===== config.mk =====
export PLATFORM = sky130hd
export DESIGN_NAME = dmem_arbiter
export DESIGN_NICKNAME = d
export VERILOG_FILES = /design/src/rtl/dmem_pkg.sv /design/src/rtl/rr_arb2.sv /design/src/rtl/dmem_arbiter.sv
export SDC_FILE = /design/constraint.sdc
export NUM_CORES = 1
export LEC_CHECK = 0
export ABC_CLOCK_PERIOD_IN_PS = 1710
export BUFFER_PORTS_ARGS = -buffer_cell sky130_fd_sc_hd__buf_2
export CORE_UTILIZATION = 45
export CTS_CLUSTER_DIAMETER = 150
export DETAILED_ROUTE_END_ITERATION = 10
export HOLD_SLACK_MARGIN = 0.15
export PLACE_DENSITY = 0.77
export SKIP_CTS_REPAIR_TIMING = 1
export SLEW_MARGIN = 20
export SYNTH_ARGS = -nofsm -noshare
export SYNTH_HDL_FRONTEND = slang
export SYNTH_SLANG_ARGS = --single-unit

===== constraint.sdc =====
create_clock -name clk_i -period 1.71 [get_ports clk_i]
set_input_delay 0.2565 -clock clk_i [delete_from_list [all_inputs] [get_ports clk_i]]
set_output_delay 0.2565 -clock clk_i [all_outputs]
set_load 0.005 [all_outputs]

===== src/rtl/dmem_pkg.sv =====
//------------------------------------------------------------------------------
// Module      : dmem_pkg
// Description : Shared types and constants for the data-memory arbiter.
// Revision    : 1.0 - initial release
//------------------------------------------------------------------------------
`default_nettype none

package dmem_pkg;

  // Default memory depth in 32-bit words, and byte-address width
  localparam int DEFAULT_DEPTH = 1024;
  localparam int DEFAULT_AW    = 32;

  // Requester port indices
  localparam logic PORT_CPU = 1'b0;
  localparam logic PORT_DBG = 1'b1;

  // Transaction sequencer states
  typedef enum logic [1:0] {
    IDLE   = 2'd0,
    ACCESS = 2'd1,
    RESP   = 2'd2
  } state_e;

endpackage : dmem_pkg

`default_nettype wire


===== src/rtl/rr_arb2.sv =====
//------------------------------------------------------------------------------
// Module      : rr_arb2
// Description : Two-way round-robin pick. When both ports request, the port
//               that did not win last time is chosen.
// Revision    : 1.0 - initial release
//------------------------------------------------------------------------------
`default_nettype none

module rr_arb2
  import dmem_pkg::*;
(
  input  logic req0,
  input  logic req1,
  input  logic rr_last,
  output logic gnt_valid,
  output logic gnt_idx
);

  // Grant a lone requester directly; break ties against the last winner
  always_comb begin
    gnt_valid = req0 | req1;
    gnt_idx   = PORT_CPU;
    if (req0 && req1) begin
      gnt_idx = ~rr_last;
    end else if (req1) begin
      gnt_idx = PORT_DBG;
    end
  end

endmodule : rr_arb2

`default_nettype wire


===== src/rtl/dmem_arbiter.sv =====
//------------------------------------------------------------------------------
// Module      : dmem_arbiter
// Description : Two-port round-robin arbiter and 3-state req/ack sequencer in
//               front of a word-addressed data memory. Addresses are checked
//               for alignment and range before the memory is written.
// Revision    : 1.0 - initial release
//------------------------------------------------------------------------------
`default_nettype none

module dmem_arbiter
  import dmem_pkg::*;
#(
  parameter int DEPTH = DEFAULT_DEPTH,
  parameter int AW    = DEFAULT_AW
) (
  input  logic          clk_i,
  input  logic          rst_i,
  // Port 0: CPU MEM stage
  input  logic          req0_i,
  input  logic          we0_i,
  input  logic [AW-1:0] addr0_i,
  input  logic [31:0]   wdata0_i,
  output logic          ack0_o,
  output logic          err0_o,
  output logic [31:0]   rdata0_o,
  // Port 1: debug / DMA loader
  input  logic          req1_i,
  input  logic          we1_i,
  input  logic [AW-1:0] addr1_i,
  input  logic [31:0]   wdata1_i,
  output logic          ack1_o,
  output logic          err1_o,
  output logic [31:0]   rdata1_o,
  // Data memory
  output logic [AW-1:0] mem_addr_o,
  output logic          mem_we_o,
  output logic [31:0]   mem_wdata_o,
  input  logic [31:0]   mem_rdata_i
);

  // One past the last legal byte address
  localparam logic [AW-1:0] ADDR_LIMIT = AW'(4 * DEPTH);

  state_e        state_q,  state_d;
  logic          gnt_q,    gnt_d;
  logic          rr_last_q, rr_last_d;
  logic          we_q,     we_d;
  logic [AW-1:0] addr_q,   addr_d;
  logic [31:0]   wdata_q,  wdata_d;
  logic          ack0_q,   ack0_d;
  logic          ack1_q,   ack1_d;
  logic          err0_q,   err0_d;
  logic          err1_q,   err1_d;
  logic [31:0]   rdata0_q, rdata0_d;
  logic [31:0]   rdata1_q, rdata1_d;

  logic          arb_valid;
  logic          arb_idx;
  logic          legal;
  logic [31:0]   rd_capture;

  rr_arb2 u_rr_arb2 (
    .req0      (req0_i),
    .req1      (req1_i),
    .rr_last   (rr_last_q),
    .gnt_valid (arb_valid),
    .gnt_idx   (arb_idx)
  );

  // Legality of the latched address, and the data a read would return
  always_comb begin
    legal      = (addr_q[1:0] == 2'b00) && (addr_q < ADDR_LIMIT);
    rd_capture = legal ? mem_rdata_i : 32'h0;
  end

  // Next-state, request latching and response capture
  always_comb begin
    state_d   = state_q;
    gnt_d     = gnt_q;
    rr_last_d = rr_last_q;
    we_d      = we_q;
    addr_d    = addr_q;
    wdata_d   = wdata_q;
    ack0_d    = 1'b0;
    ack1_d    = 1'b0;
    err0_d    = 1'b0;
    err1_d    = 1'b0;
    rdata0_d  = rdata0_q;
    rdata1_d  = rdata1_q;

    case (state_q)
      IDLE: begin
        if (arb_valid) begin
          gnt_d     = arb_idx;
          rr_last_d = arb_idx;
          we_d      = (arb_idx == PORT_DBG) ? we1_i    : we0_i;
          addr_d    = (arb_idx == PORT_DBG) ? addr1_i  : addr0_i;
          wdata_d   = (arb_idx == PORT_DBG) ? wdata1_i : wdata0_i;
          state_d   = ACCESS;
        end
      end
      ACCESS: begin
        // Writes leave the port's read data untouched
        if (gnt_q == PORT_DBG) begin
          ack1_d = 1'b1;
          err1_d = ~legal;
          if (!we_q) rdata1_d = rd_capture;
        end else begin
          ack0_d = 1'b1;
          err0_d = ~legal;
          if (!we_q) rdata0_d = rd_capture;
        end
        state_d = RESP;
      end
      RESP: begin
        state_d = IDLE;
      end
      default: begin
        state_d = IDLE;
      end
    endcase
  end

  // State and output registers; reset discards any in-flight transaction
  always_ff @(posedge clk_i or negedge rst_i) begin
    if (!rst_i) begin
      state_q   <= IDLE;
      gnt_q     <= PORT_CPU;
      rr_last_q <= PORT_DBG;
      we_q      <= 1'b0;
      addr_q    <= '0;
      wdata_q   <= 32'h0;
      ack0_q    <= 1'b0;
      ack1_q    <= 1'b0;
      err0_q    <= 1'b0;
      err1_q    <= 1'b0;
      rdata0_q  <= 32'h0;
      rdata1_q  <= 32'h0;
    end else begin
      state_q   <= state_d;
      gnt_q     <= gnt_d;
      rr_last_q <= rr_last_d;
      we_q      <= we_d;
      addr_q    <= addr_d;
      wdata_q   <= wdata_d;
      ack0_q    <= ack0_d;
      ack1_q    <= ack1_d;
      err0_q    <= err0_d;
      err1_q    <= err1_d;
      rdata0_q  <= rdata0_d;
      rdata1_q  <= rdata1_d;
    end
  end

  // Write strobe is gated by state so it falls as soon as reset hits
  assign mem_we_o    = (state_q == ACCESS) && we_q && legal;
  assign mem_addr_o  = addr_q;
  assign mem_wdata_o = wdata_q;

  assign ack0_o   = ack0_q;
  assign err0_o   = err0_q;
  assign rdata0_o = rdata0_q;
  assign ack1_o   = ack1_q;
  assign err1_o   = err1_q;
  assign rdata1_o = rdata1_q;

endmodule : dmem_arbiter

`default_nettype wire

==> flow_metrics.tcl <==
set metrics [dict create \
    peakVddDrop_mv 0.928 \
    holdPathStages 3 \
    pin_count 299 \
    row_count 43 \
    rsz0062_at_grt "true" \
    min_to "mem_addr_o[29]" \
    avgSynthCellArea_um2 12.1 \
    clk_pin_slew_ns 0.06 \
    mappedNetlistArea_um2 6470 \
    fmaxAchievable_ghz 0.492 \
    startpoint_type "register" \
    grt_usage_pct 26.0 \
    grt_pass1_vias 5706 \
    clk_latency_ns 0.43 \
    start_util_pct 46.4 \
    r2r-start "mem_addr_o[16]" \
    setup_viol 51 \
    min_period_ns 2.03 \
    fillers 977 \
    drcViolationCount 0 \
    nNetsFinal 1056 \
    wl_per_cell_um 19.2 \
    finalHoldViolations 0 \
    fin_area_um2 9730 \
    r2r_slack_ns -0.05 \
    numCtsBuffers 17 \
    violations "negative setup slack" \
    antenna_found_initial 0 \
    tightest_slew_ns 0.428 \
    die_h_um 122 \
    detailed_place_hpwl_um 13900 \
    slew_violations 0 \
    cp.arrival_ns 1.78 \
    cts_buffer_depth 2 \
    layout_common_cells "buf_2, dfrtp_1, mux2_2" \
    drt_wl_total_um 20900 \
    via_count 5920 \
    r2r_end "err1_o" \
    hp-start "addr1_i[29]" \
    synth_nets 702 \
    finClkSkew_ns 0.00953 \
    fin_util_pct 69.8 \
    grt_pass1_wl_um 29200 \
    area_growth_syn_to_layout_pct 50.4 \
    drive_gt1_share_pct 60.1 \
    grt-ovfl-total 0 \
    cts_tree "built" \
    htreeDepth 4 \
    ys_seq_area_share_pct 53.0 \
    place_area_um2 8420 \
    yosysWarnings 0 \
    relSlewSlack_pct 71.4 \
    grt_max_degree 67 \
    cts.sinks 137 \
    setup_tns_ns -2.04 \
    p_per_area_nw_per_um2 1610 \
    reg2reg_depth 5 \
    layout_commonest_cell "buf_2" \
    synth_cell_types 30 \
    max-cap-violations 0 \
    synthCells 536 \
    die_x_um 122 \
    globalplace.congestion 0.853 \
    drt_first_pass_iters 5 \
    ant_nets 0 \
    cp_max_fo 3 \
    ys_ff_latch 137 \
    drt-vias-per-instance 5.46 \
    port_buffers 298 \
    root_buffer "clkbuf_16" \
    die-area_um2 14900 \
    p_leak_nw 4.73 \
    setup_slack_ns -0.323 \
    outcome "complete, but fails checks" \
    fin_crit_sh_pct 119 \
    cp.required_ns 1.45 \
    coreArea_um2 13900 \
    crit_type "register to output pin" \
    end_kind "output pin" \
    min-delay-path-class "input port to register" \
    drt_iter0_markers 458 \
]
-- sequential cells by signal, indices dropped and copies added (netlist names) --
register,flops
mem_addr_o,32
mem_wdata_o,32
rdata0_o,32
rdata1_o,32
state_q,2
ack0_o,1
ack1_o,1
err0_o,1
err1_o,1
gnt_q,1
rr_last_q,1
we_q,1
-- area by class of cell --
cell class / count / area, um^2 / share of cell area (%)
multi-input combinational: 348 / 2950 / 30.3
sequential: 137 / 3430 / 35.3
antenna: 2 / 5.00 / 0.0515
inverter: 1 / 3.75 / 0.0386
tap: 180 / 225 / 2.32
clock buffer: 18 / 439 / 4.52
timing repair buffer: 385 / 2490 / 25.6
clock inverter: 13 / 178 / 1.83
-- report_power, final --
part           internal [mW]  switching [mW]
sequential              4.60           0.966
combinational           3.37            2.81
clock                   2.45            1.43
-- synthesized netlist by cell type --
master	number	area, um^2
buf_4	4	30.0
buf_1	2	7.51
a21oi_1	1	5.00
nor4_1	4	25.0
mux2_4	39	586
nand4bb_1	1	11.3
clkbuf_2	2	10.0
o21a_1	3	22.5
nor2b_1	1	6.26
buf_2	23	115
nand4_1	65	407
nand2_1	67	251
or4b_1	1	10.0
mux2_2	91	1020
clkbuf_1	14	52.6
a21boi_2	1	11.3
inv_1	1	3.75
dfstp_2	1	26.3
nor3_2	1	10.0
o21ai_0	29	145
a31oi_1	1	6.26
nor4b_2	1	15.0
nor2_2	1	6.26
buf_6	5	56.3
nor2_1	1	3.75
dfrtp_1	136	3400
nor4_2	1	12.5
and2_1	2	12.5
o21ai_1	36	180
and4bb_2	1	12.5
-- worst max path at each step --
stage / startpoint / end / slack [ns] / cells after the start
3_5_place_dp: mem_addr_o[16] / rdata1_o[9] / -0.12 / 4
4_1_cts: mem_addr_o[16] / mem_we_o / -0.57 / 4
3_3_place_gp: mem_addr_o[16] / err1_o / -0.16 / 4
5_1_grt: mem_addr_o[25] / mem_we_o / -0.40 / 5
6_report: mem_addr_o[25] / mem_we_o / -0.32 / 5
2_1_floorplan: mem_addr_o[16] / mem_we_o / 0.12 / 5
-- metrics by stage --
step / worst slack, ns / hold WS (ns) / power, mW / instances
floorplan: 0.123 / -0.0391 / 8.37 / 536
global placement: -0.162 / 0.213 / 11.0 / 1008
detailed placement: -0.125 / 0.206 / 11.1 / 1008
CTS: -0.566 / -0.242 / 15.0 / 1039
global route: -0.403 / 0.180 / 16.5 / 1082
finish: -0.323 / 0.182 / 15.6 / 1084
-- critical path, cell delays in order (launching register included) --
cell and delay [ns]:
dfrtp_1 0.44, nor4_4 0.37, buf_6 0.15, nand2_1 0.08
nor3_2 0.18, buf_2 0.14
-- routing by layer --
layer  global-route usage (%)  part of all wire (%)
met4                     10.6                   2.7
met1                     29.8                    37
met2                     44.1                    52
met3                     9.27                   7.8
met5                        0                     0
-- cells by family (layout without fill, tap and decap cells) --
kind of cell | count (synthesis) | in the layout | share of synthesized area (%)
AO/OA/AOI/OAI | 71 | 71 | 5.73
other | 0 | 2 | 0
buffers and inverters | 51 | 417 | 4.26
multiplexers | 130 | 130 | 24.9
flip-flops | 137 | 137 | 53.0
AND/OR/NAND/NOR | 147 | 147 | 12.1
Note: power is estimated with default switching activity, not from simulation.
